**src/rtl/rr_pkg.sv**
```systemverilog
// Shared FSM state type and default sizing for the grant-locked beat multiplexer.
package rr_pkg;

    typedef enum logic {
        IDLE = 1'b0,
        LOCK = 1'b1
    } rr_state_e;

    localparam int RR_REQCNT = 5;
    localparam int RR_DWIDTH = 8;

endpackage

```
**src/rtl/rr_skid_buf.sv**
```systemverilog
// Two-entry {last, data} skid buffer: ring of two slots with push/pop and occupancy.
module rr_skid_buf #(
    parameter int W = 9
) (
    input  logic         clk_i,
    input  logic         rst_n_i,
    input  logic         push_i,
    input  logic         pop_i,
    input  logic [W-1:0] din_i,
    output logic [W-1:0] dout_o,
    output logic [1:0]   count_o,
    output logic         empty_o,
    output logic         full_o
);

    logic [W-1:0] mem_q [2];
    logic         wr_ptr_q;
    logic         rd_ptr_q;
    logic [1:0]   cnt_q;
    logic [1:0]   cnt_d;
    logic         do_push;
    logic         do_pop;

    assign do_push = push_i && (cnt_q != 2'd2);
    assign do_pop  = pop_i  && (cnt_q != 2'd0);
    assign cnt_d   = cnt_q + {1'b0, do_push} - {1'b0, do_pop};

    always_ff @(posedge clk_i or negedge rst_n_i) begin
        if (!rst_n_i) begin
            mem_q[0] <= '0;
            mem_q[1] <= '0;
            wr_ptr_q <= 1'b0;
            rd_ptr_q <= 1'b0;
            cnt_q    <= 2'd0;
        end else begin
            if (do_push) begin
                mem_q[wr_ptr_q] <= din_i;
                wr_ptr_q        <= ~wr_ptr_q;
            end
            if (do_pop) begin
                rd_ptr_q <= ~rd_ptr_q;
            end
            cnt_q <= cnt_d;
        end
    end

    assign dout_o  = mem_q[rd_ptr_q];
    assign count_o = cnt_q;
    assign empty_o = (cnt_q == 2'd0);
    assign full_o  = (cnt_q == 2'd2);

endmodule

```
**src/rtl/rr_grant_mux.sv**
```systemverilog
// Locks onto one granted requester and forwards its packet through a 2-entry skid buffer.
// Optional idle-lock abort is compiled in with `define RR_GRANT_TIMEOUT_EN.
//
//   state | meaning
//   IDLE  | no lock; accepts a valid in-range grant index
//   LOCK  | forwarding beats of requester sel_q until a last beat (or timeout)
module rr_grant_mux
    import rr_pkg::*;
#(
    parameter int REQCNT   = RR_REQCNT,
    parameter int REQWIDTH = $clog2(REQCNT),
    parameter int DWIDTH   = RR_DWIDTH,
    parameter int TIMEOUT  = 16
) (
    input  logic                     clk_i,
    input  logic                     rst_n_i,
    input  logic [REQWIDTH-1:0]      req_num_i,
    input  logic                     req_num_val_i,
    input  logic [REQCNT*DWIDTH-1:0] data_i,
    input  logic [REQCNT-1:0]        data_val_i,
    input  logic [REQCNT-1:0]        data_last_i,
    output logic [REQCNT-1:0]        data_rdy_o,
    output logic [DWIDTH-1:0]        data_o,
    output logic                     data_val_o,
    output logic                     data_last_o,
    input  logic                     data_rdy_i,
    output logic                     busy_o,
    output logic                     timeout_o
);

    rr_state_e           state_q;
    logic [REQWIDTH-1:0] sel_q;
    logic [DWIDTH-1:0]   sel_data;
    logic                sel_val;
    logic                sel_last;
    logic [1:0]          skid_cnt;
    logic                skid_empty;
    logic                skid_full;
    logic                lane_open;
    logic                accept;
    logic                grant_ok;
    logic                tmo_hit;

    assign lane_open = (state_q == LOCK) && (skid_cnt < 2'd2);
    assign grant_ok  = req_num_val_i && (32'(req_num_i) < REQCNT);

    always_comb begin
        sel_data   = '0;
        sel_val    = 1'b0;
        sel_last   = 1'b0;
        data_rdy_o = '0;
        for (int k = 0; k < REQCNT; k++) begin
            if (sel_q == k[REQWIDTH-1:0]) begin
                sel_data      = data_i[k*DWIDTH +: DWIDTH];
                sel_val       = data_val_i[k];
                sel_last      = data_last_i[k];
                data_rdy_o[k] = lane_open;
            end
        end
    end

    assign accept = lane_open && sel_val;

`ifdef RR_GRANT_TIMEOUT_EN
    localparam int TCW = $clog2(TIMEOUT) + 1;
    logic [TCW-1:0] tcnt_q;

    // Counts consecutive locked cycles without an accepted beat.
    always_ff @(posedge clk_i or negedge rst_n_i) begin
        if (!rst_n_i) begin
            tcnt_q <= '0;
        end else if ((state_q != LOCK) || accept || tmo_hit) begin
            tcnt_q <= '0;
        end else begin
            tcnt_q <= tcnt_q + 1'b1;
        end
    end

    assign tmo_hit = (state_q == LOCK) && (tcnt_q == TCW'(TIMEOUT - 1));
`else
    assign tmo_hit = 1'b0;
`endif

    always_ff @(posedge clk_i or negedge rst_n_i) begin
        if (!rst_n_i) begin
            state_q <= IDLE;
            sel_q   <= '0;
        end else begin
            case (state_q)
                IDLE: begin
                    if (grant_ok) begin
                        sel_q   <= req_num_i;
                        state_q <= LOCK;
                    end
                end
                LOCK: begin
                    if ((accept && sel_last) || tmo_hit) begin
                        state_q <= IDLE;
                    end
                end
                default: state_q <= IDLE;
            endcase
        end
    end

    rr_skid_buf #(
        .W (DWIDTH + 1)
    ) u_skid (
        .clk_i   (clk_i),
        .rst_n_i (rst_n_i),
        .push_i  (accept && !skid_full),
        .pop_i   (data_val_o && data_rdy_i),
        .din_i   ({sel_last, sel_data}),
        .dout_o  ({data_last_o, data_o}),
        .count_o (skid_cnt),
        .empty_o (skid_empty),
        .full_o  (skid_full)
    );

    assign data_val_o = !skid_empty;
    assign busy_o     = (state_q == LOCK);
    assign timeout_o  = tmo_hit;

endmodule

```
**config.mk**
```make
export PLATFORM = sky130hd
export DESIGN_NAME = rr_grant_mux
export DESIGN_NICKNAME = d
export VERILOG_FILES = /design/src/rtl/rr_pkg.sv /design/src/rtl/rr_skid_buf.sv /design/src/rtl/rr_grant_mux.sv
export SDC_FILE = /design/constraint.sdc
export NUM_CORES = 1
export LEC_CHECK = 0
export ABC_AREA = 0
export CAP_MARGIN = 5
export CORE_MARGIN = 2
export CORE_UTILIZATION = 50
export DETAILED_ROUTE_END_ITERATION = 10
export DONT_BUFFER_PORTS = 1
export PLACE_DENSITY = 0.71
export SLEW_MARGIN = 20
export SYNTH_ARGS = -nofsm -noshare
export SYNTH_HDL_FRONTEND = slang
export SYNTH_SLANG_ARGS = --single-unit
```
**constraint.sdc**
```tcl
create_clock -name clk_i -period 3 [get_ports clk_i]
set_input_delay 0.45 -clock clk_i [delete_from_list [all_inputs] [get_ports clk_i]]
set_output_delay 0.45 -clock clk_i [all_outputs]
set_load 0.05 [all_outputs]
```
# Word-level counts from Yosys, hierarchy flattened
# Index checks and enable logic that the tools add are counted.
# Widths: inputs -> output; s select.
# totals
ff_bits	26
inputBits	57
out_inout_bits	17
word_cells	69
# classes
n_addsub	2
n_lt_le_gt_ge	5
n_eq_ne	6
muxes	29
n_bitwise	5
n_reduce_logical	15
# op_table
op	count
$mux 8	5
$mux 9	4
$bwmux 18	1
$mux 1	17
$demux 9 s1	1
$logic_and 1x1->1	9
$eq 3x2->1 const B	2
$ge 2x2->1 const B	2
$not 1->2	2
$eq 3x1->1 const B	1
$eq 3x3->1 const B	1
$logic_not 3->1	1
$lt 3x3->1 const B	1
$not 1->1	3
$add 2x1->2	1
$eq 2x2->1 const B	1
$logic_not 1->1	2
$logic_not 2->1	1
$lt 2x1->1 const B	1
$lt 2x2->1 const B	1
$ne 2x2->1 const B	1
$pmux 1 s2	1
$reduce_and 2->1	1
$reduce_bool 2->1	1
$sub 2x1->2	1

# Depth between registers and ports, before layout
# Gate-level depths: netlist (run 1).
# logic_depth
ltp_word	11
mapped_depth	7
ltp_nobuf	7

# Cells and area by module
# From an unflattened synthesis (run 1), not the netlist that was laid out.
# unflattened
cells_unflattened	150
hier_area_um2	1707.9
# modules_own_cells
mod	n_inst	cells_each	area_each_um2	seq_area_each_um2
rr_skid_buf	1	66	1022.2	550.5
rr_grant_mux	1	84	685.7	100.1

# Worst setup path before layout (run 1)
# OpenSTA, ideal clock, no wires.
# synth_path
kind	register to output
start	reg state_q, in the netlist busy_o
end	out data_rdy_o[1]
arrival_ns	2.242
required_time_ns	2.550
setup_slack_ns	0.308
stages_incl_launch_ff	4
path_buffers	0
cell_sequence	dfrtp_1 nor2b_1 nand2b_1 nor3b_1
# synth_via
elab_chain_len	2
# synth_lines
item	line	rtl
start, declared	rr_grant_mux.sv:31	rr_state_e state_q;
start signal, assigned	rr_grant_mux.sv:86	state_q <= IDLE;
start signal, assigned	rr_grant_mux.sv:93	state_q <= LOCK;
start signal, assigned	rr_grant_mux.sv:98	state_q <= IDLE;
$logic_and 1x1->1	rr_grant_mux.sv:44	assign lane_open = (state_q == LOCK) && (skid_cnt < 2'd2);
$mux 1	rr_grant_mux.sv:53	if (sel_q == k[REQWIDTH-1:0]) begin
end, declared	rr_grant_mux.sv:22	output logic [REQCNT-1:0] data_rdy_o,
# No other way between the ends.

# Worst setup path after layout (run 1)
# layout_path
start	reg sel_q[0]
end	out data_rdy_o[4]
# layout_via
elab_chain_len	2
# layout_lines
item	line	rtl
start, declared	rr_grant_mux.sv:32	logic [REQWIDTH-1:0] sel_q;
start signal, assigned	rr_grant_mux.sv:92	sel_q <= req_num_i;
$eq 3x3->1	rr_grant_mux.sv:53	
$mux 1	rr_grant_mux.sv:53	
# No other way between the ends.

==> impl_metrics.py, run 1 <==
metrics = {
    "timing": {
        "tns_ns": 0,
        "fmax_mhz": 367,
        "period_share_pct": 90.7,
        "rsz0062_at_grt": "no",
        "final.setup_skew_ns": 0.0148,
        "maxSlewViolCount": 0,
        "finalSetupViolations": 0,
        "worstMarginPinSlew_ns": 0.806,
        "final-hold-violation-count": 0,
        "setup_slack_ns": 0.278,
        "slew_headroom_pct": 46.0,
        "min_period_ns": 2.72,
    },
    "clock_network": {
        "cts_buffer_depth": 2,
        "clkTransAtPathRegs_ns": 0.15,
        "cts_inserted_buffers": 3,
        "htree_num_levels": 1,
        "clk_latency_ns": 0.33,
        "cts_sinks": 26,
        "cts-root-buf": "clkbuf_4",
        "cts_tree": "done",
        "ctsResizeCount": 0,
    },
    "critical_path": {
        "worstPathMaxFanout": 13,
        "critPathLaunchType": "register",
        "crit_arrival_ns": 2.27,
        "slowest_stage": "nor3b_2",
        "path_cells": "nor3b_2 > and2_1",
        "cp_slowest_stage_delay_ns": 0.75,
        "worstPathRequired_ns": 2.55,
        "worstSetupPathType": "register to output port",
        "worstSetupEndpointType": "output port",
    },
    "drt": {
        "vias": 1143,
        "viasPerCell": 5.74,
        "first_pass_iters": 4,
        "first_iter_violations": 14,
        "ant_nets": 0,
        "routed_wl_um": 3690,
        "wire_per_inst_um": 18.5,
        "drc": 0,
    },
    "cells_and_area": {
        "layout-area-overhead-vs-synth_pct": 8.37,
        "drive_gt1_share_pct": 36.6,
        "antennaDiodeCount": 0,
        "final_cells": 199,
        "final_cell_mix": "dfrtp_1 (26), mux2_2 (25), nand2_1 (14), inv_1 (12), o21ai_0 (11)",
        "nets": 212,
        "layout_commonest_cell": "dfrtp_1",
    },
    "floorplan": {
        "core_area_um2": 3280,
        "fp-row-count": 21,
        "dieArea_um2": 3830,
        "fp.dieH_um": 61.9,
        "die_x_um": 61.9,
        "start_util_pct": 51.0,
        "ioPinCount": 74,
    },
    "global_route": {
        "antenna_found_initial": 0,
        "first_global_vias": 1169,
        "grt.total_usage_pct": 20.5,
        "grt_pass1_wl_um": 5600,
        "grt_max_degree": 27,
        "grt-ovfl-total": 0,
    },
    "logic_synthesis": {
        "synth-edff-count": 0,
        "synthCells": 148,
        "ys.flop_type": "dfrtp_1",
        "synth_cell_types": 39,
        "yosysSeqAreaShare_pct": 38.9,
        "synthesis.area_um2": 1670,
        "synth.avg_cell_area_um2": 11.3,
        "synth_warnings": 0,
        "synth_fp_nets": 206,
        "synth_seq_cells": 26,
        "async_reset_ff_share_pct": 100,
    },
    "power": {
        "p_per_area_nw_per_um2": 1280,
        "ir_drop_mv": 0.442,
        "cellLeakagePower_nw": 0.789,
    },
    "placed_design": {
        "place.gp.congestion": 0.744,
        "place.port_buffers": 0,
        "place_hpwl_um": 2820,
        "numPlacedInstances": 193,
        "dp_slack_ns": 0.464,
    },
    "worst_hold_path": {
        "min_path_type": "input port to register",
    },
    "run_status": {
        "status": "complete, no violations",
    },
    "job": {
        "drv_cap": 0,
    },
}
-- worst paths after layout --
path                                       from          endpoint  slack, ns  depth (start not counted)
worst max-delay path                   sel_q[0]     data_rdy_o[4]       0.28                          2
worst max register to register         sel_q[0]  u_skid.mem_q[13]       0.45                          4
worst min-delay path              req_num_val_i          sel_q[2]       0.19                          1
max in group asynchronous               rst_n_i  u_skid.mem_q[14]       2.31                          2
min in group asynchronous               rst_n_i   u_skid.mem_q[0]       0.52                          2
worst min register to register  u_skid.mem_q[1]   u_skid.mem_q[1]       0.52                          1
-- cell usage after synthesis, types with 2 or more instances --
cell | number | area share (%)
nand2_1 | 14 | 3.1
dfrtp_1 | 26 | 39
nor2_1 | 4 | 0.90
buf_2 | 4 | 1.2
mux4_2 | 8 | 11
buf_4 | 2 | 0.90
or2_2 | 3 | 1.1
clkbuf_1 | 2 | 0.45
and2_1 | 2 | 0.75
xnor2_1 | 3 | 1.6
mux2_2 | 25 | 17
o21ai_0 | 12 | 3.6
mux2i_1 | 2 | 1.2
nor3_1 | 3 | 0.90
nor3b_1 | 3 | 1.3
inv_1 | 12 | 2.7
-- layer usage --
layer	part of all wire (%)	GRT usage, %
met3	7.2	3.11
met5	0	0
met1	41	25.9
met4	0.60	6.38
met2	51	36.1
-- critical path: cells and delay by family (launching register included) --
| kind | cells | cell delay, ns |
|---|---|---|
| simple gates | 2 | 1.30 |
| flops | 1 | 0.63 |
-- metrics by stage --
stage | hold WS [ns] | total power, W | util (%) | cell area (µm²)
floorplan | 0.154 | 0.00191 | - | 1670
global placement | 0.155 | 0.00210 | 53.2 | 1750
detailed placement | 0.155 | 0.00215 | 53.2 | 1750
CTS | 0.190 | 0.00234 | 55.2 | 1810
global route | 0.178 | 0.00248 | 55.2 | 1810
finish | 0.188 | 0.00233 | 55.2 | 1810
-- registers in the layout, summed over array words and instances (netlist names) --
name,count
u_skid.mem_q,18
u_skid.wr_ptr_q,1
u_skid.count_o,2
busy_o,1
sel_q,3
u_skid.rd_ptr_q,1
-- where the power goes --
group	switching (W)	total (W)	internal, W
Sequential	0.000173	0.000686	0.000512
Clock	0.000104	0.000178	0.0000743
Combinational	0.000872	0.00146	0.000590
Total	0.00115	0.00233	0.00118
-- logic make-up after synthesis --
group,share of synthesized area (%)
muxes,31.9
and+or+nand+nor,11.6
DFF,38.9
buffers and inverters,5.90
AOI/OAI and AO/OA,8.67
xor gates and xnor gates,2.09
adders and majority gates,0.747
other,0.224
-- area by class of cell --
class / instances / area, µm²
Multi-Input combinational cell: 101 / 935
Tap cell: 46 / 57.6
Fill cell: 297 / 1470
Inverter: 12 / 45.0
Timing Repair Buffer: 10 / 90.1
Sequential cell: 26 / 651
Clock buffer: 4 / 36.3
-- repair_timing --
action,CTS,global route
endpoints found under the hold margin,26,0
hold buffers,2,0
buffers inserted,0,0
(Power assumes the default switching activity.)
==> run 2: changes to the inputs <==
Settings changed: ABC_AREA 0 to 1, SYNTH_HIERARCHICAL set to 1.
==> run 2 against run 1 <==
Compared with the run above: non-clock buffer count fell by 2; die area rose by 7.1%; cell count rose by 51%; design area rose by 4.9%; clock power rose by 35%; critical endpoint is now u_skid/count_o[1]; highest routed layer unchanged.
==> impl_metrics.py, run 2 <==
metrics = {
    "run_status": {
        "status": "complete, no violations",
    },
    "drt": {
        "ant_nets": 0,
        "wire_per_inst_um": 14.3,
        "viasPerCell": 5.51,
        "vias": 1654,
        "first_iter_violations": 74,
        "routed_wl_um": 4300,
        "drc": 0,
        "first_pass_iters": 4,
    },
    "timing": {
        "finalSetupViolations": 0,
        "final-hold-violation-count": 0,
        "tns_ns": 0,
        "hold-worst-slack_ns": 0.272,
        "period_share_pct": 81.9,
        "slew_headroom_pct": 59.9,
        "setup_slack_ns": 0.542,
        "rsz0062_at_grt": "no",
        "fmax_mhz": 407,
        "final.setup_skew_ns": 0.00226,
        "worstMarginPinSlew_ns": 0.602,
        "min_period_ns": 2.46,
        "maxSlewViolCount": 0,
    },
    "placed_design": {
        "place.port_buffers": 0,
        "dp_slack_ns": 0.595,
        "place_hpwl_um": 3270,
        "place.gp.congestion": 0.795,
    },
    "floorplan": {
        "dieArea_um2": 4100,
        "start_util_pct": 53.2,
        "ioPinCount": 74,
        "fp-row-count": 21,
        "fp.dieH_um": 64.0,
        "die_x_um": 64.0,
        "core_area_um2": 3390,
    },
    "critical_path": {
        "critPathTopFamily": "simple AND/OR/NAND/NOR gates",
        "critPathLaunchType": "register",
        "worstSetupPathType": "register to register",
        "crit_arrival_ns": 2.69,
        "worstSetupEndpointType": "register",
        "cp_slowest_stage_delay_ns": 0.62,
        "r2r_start": "sel_q[0]",
        "worstPathRequired_ns": 3.23,
        "path_cells": "nor2_2 > nand2_1 > nand3_1 > nor2_1 > nor3_2 > nand2_4 > ha_1 > inv_1 > ha_1 > nand3_1 > nand2_1",
        "slowest_stage": "dfrtp_1",
        "r2r_setup_slack_ns": 0.54,
        "crit_buf_inv": 1,
        "r2r_end": "u_skid/count_o[1]",
        "worstPathMaxFanout": 16,
        "reg2reg_depth": 11,
    },
    "global_route": {
        "grtUsageMet3_pct": 2.82,
        "grt.total_usage_pct": 22.6,
        "grt_max_degree": 27,
        "grt-ovfl-total": 0,
        "met1_usage_pct": 30.1,
        "first_global_vias": 1622,
        "grt_pass1_wl_um": 7380,
        "antenna_found_initial": 0,
        "grt_use_met2_pct": 38.7,
        "grt-busiest-layer": "met2",
    },
    "clock_network": {
        "cts_tree": "done",
        "cts_buffer_depth": 2,
        "htree_num_levels": 1,
        "cts_setup_buffers": 0,
        "cts-root-buf": "clkbuf_4",
        "clkTransAtPathRegs_ns": 0.14,
        "cts_sinks": 26,
        "cts_inserted_buffers": 3,
        "clk_latency_ns": 0.32,
    },
    "worst_hold_path": {
        "holdPathStages": 2,
        "hold_end": "sel_q[1]",
        "hold_path.startpoint": "req_num_i[1]",
        "min_path_type": "input port to register",
    },
    "logic_synthesis": {
        "synth_common_cells": "nand2_1 (106), nand3_1 (32), dfrtp_1 (26)",
        "synth_top_area_share_pct": 36.1,
        "synth_fp_nets": 314,
        "synth_cell_types": 25,
        "synth-edff-count": 0,
        "synthesis.area_um2": 1800,
        "async_reset_ff_share_pct": 100,
        "synth_most_common_cell": "nand2_1",
        "ys.flop_type": "dfrtp_1",
        "synth_top_cell_by_area": "dfrtp_1",
        "yosysSeqAreaShare_pct": 36.1,
        "synthCells": 255,
        "synth.avg_cell_area_um2": 7.07,
        "synthTopCellsByArea": "dfrtp_1 (36%), nand2_1 (22%), nand3_1 (8.9%), nand4_1 (6.9%), buf_6 (3.7%)",
        "synth_seq_cells": 26,
        "synth_warnings": 6,
    },
    "cells_and_area": {
        "final_cell_mix": "nand2_1 (106), nand3_1 (32), dfrtp_1 (26), nand4_1 (20), a21oi_1 (11)",
        "drive_gt1_share_pct": 13.8,
        "largest_register_ffs": 18,
        "finalCoreUtilization_pct": 56.1,
        "regMostFlops": "u_skid/mem_q",
        "layout-area-overhead-vs-synth_pct": 5.63,
        "antennaDiodeCount": 0,
        "nets": 314,
        "layout_commonest_cell": "nand2_1",
    },
    "power": {
        "total_power_w": 0.00211,
        "p_per_area_nw_per_um2": 1110,
        "ir_drop_mv": 0.832,
        "cellLeakagePower_nw": 1.00,
    },
    "job": {
        "drv_cap": 0,
    },
}
run 2: what timing repair did:
action / CTS / global route
endpoints found under the hold margin: 26 / 0
resized for setup: 0 / 0
hold buffers: 2 / 0
run 2: cells by family (layout without fill, tap and decap cells):
logic type	Yosys count	count (layout)	share of synthesized area (%)
and+or+nand+nor	181	181	48.3
buffers and inverters	32	31	10.4
DFF	26	26	36.1
AOI/OAI and AO/OA	13	13	3.61
adders and majority gates	2	2	1.39
other	1	1	0.208
run 2: power breakdown:
part           leakage (nW)  total [W]  switching [W]  internal [W]
registers             0.332   0.000718       0.000232      0.000486
clock network        0.0279   0.000241       0.000106      0.000135
logic                 0.642    0.00115       0.000864      0.000286
total                  1.00    0.00211        0.00120      0.000907
run 2: worst max-delay path by stage:
stage | depth (start not counted) | slack (ns) | from | to
floorplan | 4 | 0.17 | busy_o | data_rdy_o[0]
global placement | 11 | 0.69 | sel_q[0] | u_skid/count_o[1]
detailed placement | 11 | 0.60 | sel_q[0] | u_skid/count_o[1]
CTS | 11 | 0.57 | sel_q[0] | u_skid/count_o[1]
global route | 12 | 0.36 | sel_q[0] | u_skid/count_o[1]
finish | 11 | 0.54 | sel_q[0] | u_skid/count_o[1]
run 2: through the flow:
step,area [µm²],instances
floorplan,1800,255
global placement,1820,294
detailed placement,1820,294
CTS,1900,300
global route,1900,300
finish,1900,300
run 2: area by class of cell:
cell class	instances	area [µm²]
Fill cell	333	1490
Multi-Input combinational cell	197	993
Timing Repair Buffer	8	75.1
Clock inverter	1	30.0
Sequential cell	26	651
Clock buffer	3	22.5
Tap cell	46	57.6
Inverter	19	73.8
run 2: metal layers:
metal  wire length [µm]  share of wire [%]
met5                  0                  0
met4                 27               0.63
met3                297                6.9
met2               2080                 48
met1               1900                 44
==> run 3: changes to the inputs <==
Settings changed: PLACE_DENSITY 0.71 to 0.74.
Clock period 3 ns to 2 ns, I/O delays scaled along.
==> run 3 against run 2 <==
Compared with the run above: sequential share of layout area fell by 2.6 points; critical path type is now register to output port; clock power increased by 53%; largest cell class unchanged; highest routed layer unchanged; utilization rose by 4.9 points; global-route usage rose by 1.4 points; setup slack lost 0.47 ns.
==> impl_metrics.py, run 3 (synthesis gave the netlist of run 2 again) <==
metrics = {
    "critical_path": {
        "crit_arrival_ns": 1.63,
        "r2r_setup_slack_ns": 0.13,
        "reg2reg_depth": 13,
        "worstPathRequired_ns": 1.70,
        "worstPathMaxFanout": 4,
        "worstSetupEndpointType": "output port",
        "crit_end": "data_rdy_o[2]",
        "cp-startpoint": "sel_q[2]",
        "r2r_start": "sel_q[1]",
        "critPathLaunchType": "register",
        "worstSetupPathType": "register to output port",
        "r2r_end": "u_skid/count_o[1]",
    },
    "placed_design": {
        "place.gp.congestion": 0.832,
        "place_area_um2": 1940,
        "place_hpwl_um": 3530,
        "place.port_buffers": 0,
        "dp_slack_ns": 0.0731,
        "numPlacedInstances": 303,
    },
    "drt": {
        "first_iter_violations": 79,
        "wire_per_inst_um": 14.8,
        "vias": 1737,
        "drc": 0,
        "routed_wl_um": 4590,
        "ant_nets": 0,
        "first_pass_iters": 4,
        "viasPerCell": 5.59,
    },
    "timing": {
        "setup_slack_ns": 0.0720,
        "final.setup_skew_ns": 0.00383,
        "slew_headroom_pct": 66.2,
        "fmax_mhz": 519,
        "period_share_pct": 96.4,
        "worstMarginPinSlew_ns": 0.505,
        "maxSlewViolCount": 0,
        "rsz0062_at_grt": "no",
        "finalSetupViolations": 0,
        "final-hold-violation-count": 0,
        "min_period_ns": 1.93,
    },
    "power": {
        "p_int_w": 0.00159,
        "p_switching_w": 0.00194,
        "ir_drop_mv": 0.926,
        "pwr-share-seq_pct": 27.6,
        "total_power_w": 0.00354,
        "cellLeakagePower_nw": 1.06,
        "pwr-share-clk_pct": 10.4,
        "combPwrFrac_pct": 61.9,
        "p_per_area_nw_per_um2": 1710,
        "switching_share_pct": 54.9,
    },
    "clock_network": {
        "cts_buffer_depth": 2,
        "clkTransAtPathRegs_ns": 0.15,
        "cts-root-buf": "clkbuf_4",
        "cts_tree": "done",
        "htree_num_levels": 1,
        "cts_sinks": 26,
        "clk_latency_ns": 0.33,
        "cts_inserted_buffers": 3,
    },
    "cells_and_area": {
        "largest_register_ffs": 18,
        "final_cells": 311,
        "num-fill-cells": 317,
        "final_area_um2": 2070,
        "layout_commonest_cell": "nand2_1",
        "nets": 325,
        "antennaDiodeCount": 0,
        "layout-area-overhead-vs-synth_pct": 14.9,
        "regMostFlops": "u_skid/mem_q",
        "drive_gt1_share_pct": 20.8,
        "final_cell_mix": "nand2_1 (106), nand3_1 (30), dfrtp_1 (23), nand4_1 (20), buf_4 (14)",
    },
    "floorplan": {
        "fp.dieH_um": 64.0,
        "ioPinCount": 74,
        "fp-row-count": 21,
        "die_x_um": 64.0,
        "core_area_um2": 3390,
        "start_util_pct": 53.2,
        "dieArea_um2": 4100,
    },
    "global_route": {
        "grt_pass1_wl_um": 7760,
        "grt_max_degree": 27,
        "grt-ovfl-total": 0,
        "grt.total_usage_pct": 24.0,
        "antenna_found_initial": 0,
        "first_global_vias": 1613,
    },
    "run_status": {
        "status": "complete, no violations",
    },
    "job": {
        "drv_cap": 0,
    },
    "worst_hold_path": {
        "min_path_type": "input port to register",
    },
}
==> run 3: cell type report <==
| type | instances | area, µm² | share of cell area (%) |
|---|---|---|---|
| clock buffer | 3 | 22.5 | 1.09 |
| clock inverter | 1 | 30.0 | 1.45 |
| inverter | 19 | 76.3 | 3.69 |
| multi-input combinational | 197 | 1040 | 50.4 |
| sequential | 26 | 654 | 31.6 |
| tap | 46 | 57.6 | 2.78 |
| timing repair buffer | 19 | 186 | 9.01 |
==> run 3: worst min path at each step <==
stage,startpoint,end,slack [ns],cells after the start
after floorplan,rst_n_i,busy_o,0.004,0
after global placement,rst_n_i,u_skid/mem_q[10],0.006,0
after detailed placement,rst_n_i,sel_q[1],0.005,0
after CTS,req_num_i[2],sel_q[2],0.1,2
after global routing,req_num_i[2],sel_q[2],0.1,2
final,req_num_i[2],sel_q[2],0.11,2
==> run 3: per-stage QoR <==
stage / hold WS (ns) / TNS [ns] / util (%)
CTS: 0.0977 / 0 / 59.7
finish: 0.107 / 0 / 61.1
global placement: 0.00555 / 0 / 57.3
detailed placement: 0.00538 / 0 / 57.3
floorplan: 0.00441 / -0.00316 / -
global route: 0.0982 / 0 / 61.1
==> run 3: power groups by stage <==
stage / Combinational (W) / Sequential (W) / Clock, W
4_1_cts: 0.00208 / 0.000978 / 0.000377
5_1_grt: 0.00239 / 0.00101 / 0.000392
6_report: 0.00219 / 0.000977 / 0.000369
2_1_floorplan: 0.00186 / 0.000888 / 0
3_3_place_gp: 0.00201 / 0.000978 / 0
3_5_place_dp: 0.00206 / 0.000990 / 0
==> run 3: critical path: stages, from the launching register on <==
cell and delay [ns]:
dfrtp_2 0.49, buf_12 0.15, buf_4 0.15, nor4_2 0.26, buf_4 0.24
==> run 3: layer usage <==
metal | up-vias | global-route usage [%] | wire length (µm)
met3 | 4 | 3.70 | 431
li1 | 858 | - | -
met5 | - | 0 | 0
met4 | 0 | 6.52 | 31
met1 | 782 | 32.8 | 1930
met2 | 93 | 39.6 | 2200
==> run 3: repair_timing <==
| item | CTS | global route |
|---|---|---|
| setup endpoints to repair | 0 | 20 |
| gates resized for setup | 0 | 4 |
| buffers inserted | 0 | 2 |
| hold endpoints to repair | 26 | 0 |
| hold buffers | 2 | 0 |
==> patch 1 (config.mk and constraints of run 3) <==
Set the package constant `RR_DWIDTH` to 10 (it was 8).
--- a/src/rtl/rr_pkg.sv
+++ b/src/rtl/rr_pkg.sv
@@ -7,7 +7,7 @@
     } rr_state_e;
 
     localparam int RR_REQCNT = 5;
-    localparam int RR_DWIDTH = 8;
+    localparam int RR_DWIDTH = 10;
 
 endpackage
 
Interface: changed (resized data_i and data_o); port bits go from 74 to 86. No check against the original RTL was run, so the function may have changed too.
==> patch 1 against run 3 <==
Worst setup slack better by 0.0020 ns. Via count is 18% higher. Synthesized area is 11% higher. Sequential cell count is 4 higher. Clock skew is 0.0014 ns higher. Wire length is 19% higher. Critical path depth is 8 higher. Power is 13% higher. Synthesized cell count is 18% higher. Cell area is 12% higher. Final cell count is 16% higher. Highest routed layer unchanged.
==> patch 1: results (changes against run 3) <==
Finish
  – Largest register FFs: 22 (+4)
  – Diodes inserted: 0 (unchanged)
  – Reg with most FFs: u_skid/mem_q
  – Filler cell count in the final layout: 356 (+12%)
  – Non-Filler Instances: 360 (+16%)
  – NumNets Final: 380 (+17%)
  – Commonest non-fill, non-tap cell in the layout: nand2_1
  – Share of cells above drive strength 1: 18.3% (-2.5 points)

Worst setup path
  – Worst R2R Setup Slack: 0.07 ns (-0.06 ns)
  – R2r startpoint: sel_q[0]
  – Cells on worst reg2reg path: 12 (-1)
  – RR Endpoint: u_skid/count_o[1]
  – Crit path max-delay family: simple AND/OR/NAND/NOR gates
  – CP Max Fanout: 4 (unchanged)
  – Slowest stage cell, crit path: dfrtp_2
  – Worst Path Arrival: 2.09 ns (+0.46 ns)
  – Max stage delay on crit path: 0.45 ns (-0.04 ns)

GRT
  – Number of global-route vias before repair: 1923 (+19%)
  – Pin count of the biggest net entering global routing: 31 (+15%)
  – Initial antenna violation count: 0 (unchanged)
  – Global-route wire length before repair: 8640 µm (+11%)
  – GRT Total Usage: 25.7% (+1.7 points)

Place
  – Cell total after placement: 346 (+14%)
  – IO buf count: 0 (unchanged)
  – DP Worst Slack: 0.0805 ns (+0.00739 ns)
  – HPWL after DPL: 4060 µm (+15%)
  – GP Congestion: 0.906 (+8.9%)

Drt
  – Via count: 2045 (+18%)
  – Total wire length: 5460 µm (+19%)
  – Initial DRT Pass Iterations: 4 (unchanged)
  – 1st-iter DRT viols: 121 (+53%)

Power and ir drop
  – P_leak: 1.25 nW (+17%)
  – Worst vdd ir: 0.892 mV (-3.6%)

Logic synthesis
  – Top post-synthesis cells by count: 127 x nand2_1, 39 x nand3_1, 30 x dfrtp_1, 25 x nand4_1, 17 x inv_1
  – Synth warn: 6 (unchanged)
  – Seq/Total Area, Yosys: 37.6% (+1.5 points)
  – Netlist cell types: 22 (-12%)
  – Syn Nets: 369 (+18%)
  – Mapped Cells: 300 (+18%)
  – Area contributors post-synth: dfrtp_1 38%, nand2_1 24%, nand3_1 9.8%
  – Async set or reset register ratio after synthesis: 100% (unchanged)

CTS
  – H-Tree Depth: 2 (+1)
  – Number of buffers created by CTS: 5 (+2)
  – CTS max path bufs: 2 (unchanged)
  – Clk root buf: clkbuf_8
  – Clock-pin slew on the worst setup and hold paths: 0.06 ns (-0.09 ns)
  – Worst-Skew Late Latency: 0.28 ns (-0.05 ns)

Hold path
  – Hold Path Sink: sel_q[1]
  – Hold path start: req_num_i[1]
  – Worst min path class: in -> reg
  – Hold Path Depth: 2 (unchanged)

Timing
  – Final hold slack: 0.202 ns (+0.0958 ns)
  – Slew HR: 66.3% (about the same)
  – Clk_skew: 0.00528 ns (+0.00145 ns)

Status
  – Status: finished clean
-- patch 1: stage by stage --
| step | area (µm²) | TNS (ns) |
|---|---|---|
| final | 2320 | 0 |
| after global placement | 2100 | 0 |
| after global routing | 2320 | -0.0280 |
| after CTS | 2230 | 0 |
| after detailed placement | 2100 | 0 |
| after floorplan | 2020 | 0 |
-- patch 1: worst max path at each step --
stage / startpoint / to / slack [ns] / depth (start not counted)
floorplan: busy_o / data_rdy_o[0] / 0.03 / 4
global placement: sel_q[0] / u_skid/mem_q[2] / 0.17 / 9
detailed placement: sel_q[0] / u_skid/mem_q[4] / 0.08 / 9
CTS: sel_q[0] / u_skid/mem_q[4] / 0.08 / 9
global route: sel_q[0] / u_skid/count_o[1] / -0.03 / 12
finish: sel_q[0] / u_skid/count_o[1] / 0.07 / 12
-- patch 1: power by group --
part           internal (W)  total (W)  switching (W)
registers          0.000857    0.00106       0.000204
logic              0.000685    0.00243        0.00174
clock network      0.000277   0.000490       0.000213
-- patch 1: repair_timing --
item / in CTS / in global routing
setup buffers: 0 / 4
hold buffers: 2 / 0
setup endpoints to repair: 0 / 24
resized for setup: 0 / 21
endpoints found under the hold margin: 30 / 0
-- patch 1: area by class of cell --
| class | instances | share of cell area, % |
|---|---|---|
| Sequential cell | 30 | 32.6 |
| Clock inverter | 1 | 0.216 |
| Multi-Input combinational cell | 229 | 48.3 |
| Clock buffer | 7 | 3.72 |
| Tap cell | 48 | 2.59 |
| Timing Repair Buffer | 25 | 9.38 |
| Inverter | 20 | 3.23 |
-- patch 1: layer usage --
metal  GRT usage (%)  wire, µm  vias to the layer above
li1                -         -                      999
met1            31.5      2250                      923
met2            42.9      2590                      109
met3            6.17       453                       14
met4            11.7       165                        0
met5               0         0                        -
-- patch 1: cell families (layout without fill, tap and decap cells) --
family	Yosys count	in the layout	share of synthesized area, %
compound gates	15	15	3.76
fa+ha+maj	2	2	1.25
buf+inv	41	53	9.77
flops	30	30	37.6
other cells	1	1	0.188
simple gates	211	211	47.4
==> patch 2 (settings of run 3) <==
Without the edit above. The option `RR_GRANT_TIMEOUT_EN` is turned on by a define.
--- a/src/rtl/rr_grant_mux.sv
+++ b/src/rtl/rr_grant_mux.sv
@@ -4,6 +4,8 @@
 //   state | meaning
 //   IDLE  | no lock; accepts a valid in-range grant index
 //   LOCK  | forwarding beats of requester sel_q until a last beat (or timeout)
+`define RR_GRANT_TIMEOUT_EN
+
 module rr_grant_mux
     import rr_pkg::*;
 #(
Check against the original RTL: no difference found for any inputs over 10 cycles, from zero or initial values and one cycle with rst_n_i low; that may be too few to reach the edited logic, so the function may still have changed.
==> patch 2 against run 3 <==
Wire length is 0.39% higher. Synthesized area is 11% higher. Clock skew hardly changed. Worst setup slack worse by 0.059 ns. Cell area is 7.5% higher. Sequential power is 22% higher. Power is 4.3% higher. Highest routed layer unchanged. Sequential cell count is 5 higher. Final cell count is 9.3% higher.
==> patch 2: results (changes against run 3) <==
Status
  – Status: finished clean

GRT
  – Pin count of the biggest net entering global routing: 32 (+19%)
  – Global-route wire length before repair: 7690 µm (-0.89%)
  – Initial antenna violation count: 0 (unchanged)
  – Number of global-route vias before repair: 1733 (+7.4%)
  – Overflow after GRT: 0 (unchanged)
  – GRT Total Usage: 22.5% (-1.5 points)

Logic synthesis
  – Top post-synthesis cells by count: 99 x nand2_1, 31 x dfrtp_1, 27 x inv_1, 22 x nand3_1, 21 x nand4_1
  – Synth area leader: dfrtp_1
  – Syn Nets: 339 (+8.0%)
  – Area contributors post-synth: dfrtp_1 39%, nand2_1 19%, nand4_1 6.6%
  – Main flop type after synthesis: dfrtp_1
  – Netlist cell types: 25 (unchanged)
  – Async set or reset register ratio after synthesis: 100% (unchanged)
  – Synth warn: 6 (unchanged)
  – Seq/Total Area, Yosys: 38.9% (+2.8 points)

CTS
  – Setup Fix Bufs, Post-CTS: 0 (unchanged)
  – Number of buffers created by CTS: 5 (+2)
  – Clock-pin slew on the worst setup and hold paths: 0.06 ns (-0.09 ns)
  – CTS max path bufs: 2 (unchanged)
  – Clk root buf: clkbuf_8
  – H-Tree Depth: 2 (+1)
  – Worst-Skew Late Latency: 0.28 ns (-0.05 ns)

Place
  – HPWL after DPL: 3520 µm (-0.15%)
  – GP Congestion: 0.908 (+9.2%)
  – IO buf count: 0 (unchanged)

Power and ir drop
  – P_leak: 1.21 nW (+13%)
  – Sw Share: 52.5% (-2.4 points)
  – Worst vdd ir: 0.845 mV (-8.7%)

Finish
  – Diodes inserted: 0 (unchanged)
  – NumNets Final: 352 (+8.3%)
  – Share of cells above drive strength 1: 15.8% (-5.0 points)
  – Largest regs: u_skid/mem_q x18, tcnt_q x5, sel_q x3

Hold path
  – Worst min path class: in -> reg

Timing
  – TNS Setup: 0 ns (unchanged)
  – Min cycle time layout: 1.99 ns (+0.0594 ns)
  – Clk_skew: 0.00364 ns (-0.000186 ns)
  – Slew HR: 67.3% (+1.0 points)

Drt
  – Initial DRT Pass Iterations: 4 (unchanged)
  – Total wire length: 4610 µm (+0.39%)
  – Vias per inst: 5.24 (-6.2%)
  – 1st-iter DRT viols: 100 (+27%)

Worst setup path
  – CP Max Fanout: 12 (+8)
  – Worst Path Arrival: 1.69 ns (+0.06 ns)

Job
  – # Max-Cap Violations: 0 (unchanged)
-- patch 2: worst paths after layout --
path	start	to	slack [ns]	cells after the start
hold reg to reg	tcnt_q[0]	tcnt_q[0]	0.47	1
setup reg to reg	sel_q[0]	u_skid/count_o[1]	0.13	13
setup / recovery	sel_q[2]	data_rdy_o[1]	0.01	5
min in group asynchronous	rst_n_i	u_skid/rd_ptr_q	0.46	2
hold / removal	req_num_i[2]	sel_q[2]	0.18	2
max in group asynchronous	rst_n_i	sel_q[0]	1.35	2
-- patch 2: cell type report --
type	count	area (µm²)
fillers	375	1520
multi-input cells	205	1040
flip-flops and latches	31	779
inverters	34	128
repair buffers	14	120
clock buffers	8	100
well taps	48	60.1
-- patch 2: kinds of logic (layout without fill, tap and decap cells) --
logic type | count (synthesis) | count (layout) | synth area share (%)
fa+ha+maj | 4 | 4 | 2.51
xor+xnor | 2 | 2 | 0.879
flops | 31 | 31 | 38.9
simple gates | 178 | 178 | 42.2
compound gates | 21 | 21 | 5.27
buf+inv | 42 | 56 | 10.2
-- patch 2: power groups by stage --
| stage | sequential [W] | combinational [W] | clock, W |
|---|---|---|---|
| 5_1_grt | 0.00124 | 0.00219 | 0.000583 |
| 4_1_cts | 0.00118 | 0.00197 | 0.000545 |
| 3_5_place_dp | 0.00119 | 0.00194 | 0 |
| 2_1_floorplan | 0.00111 | 0.00171 | 0 |
| 3_3_place_gp | 0.00118 | 0.00190 | 0 |
| 6_report | 0.00119 | 0.00196 | 0.000534 |
-- patch 2: timing repair --
item,in CTS,in global routing
endpoints found under the setup margin,0,3
endpoints found under the hold margin,31,0
hold buffers,2,0
resized for setup,0,3
-- patch 2: routing by layer --
layer / vias up / wire [µm] / GRT usage, %
met3: 4 / 279 / 7.33
met1: 798 / 1930 / 26.9
met2: 55 / 2360 / 39.9
li1: 924 / - / -
met4: 0 / 42 / 4.34
met5: - / 0 / 0
-- patch 2: worst max-delay path, stage by stage (launching register included) --
cell and delay, ns:
dfrtp_1 0.48, inv_2 0.11, buf_4 0.19, nand3_1 0.25, nor2_1 0.16, buf_4 0.21
-- patch 2: metrics by stage --
stage	std cells	total power (W)	utilization [%]	instance area, µm²	setup slack (ns)
global route	340	0.00401	59.4	2220	-0.0748
finish	340	0.00369	59.4	2220	0.0126
global placement	330	0.00308	55.8	2090	0.154
CTS	340	0.00369	59.3	2220	0.0301
detailed placement	330	0.00314	55.8	2090	0.110
floorplan	278	0.00282	-	2010	-0.000471
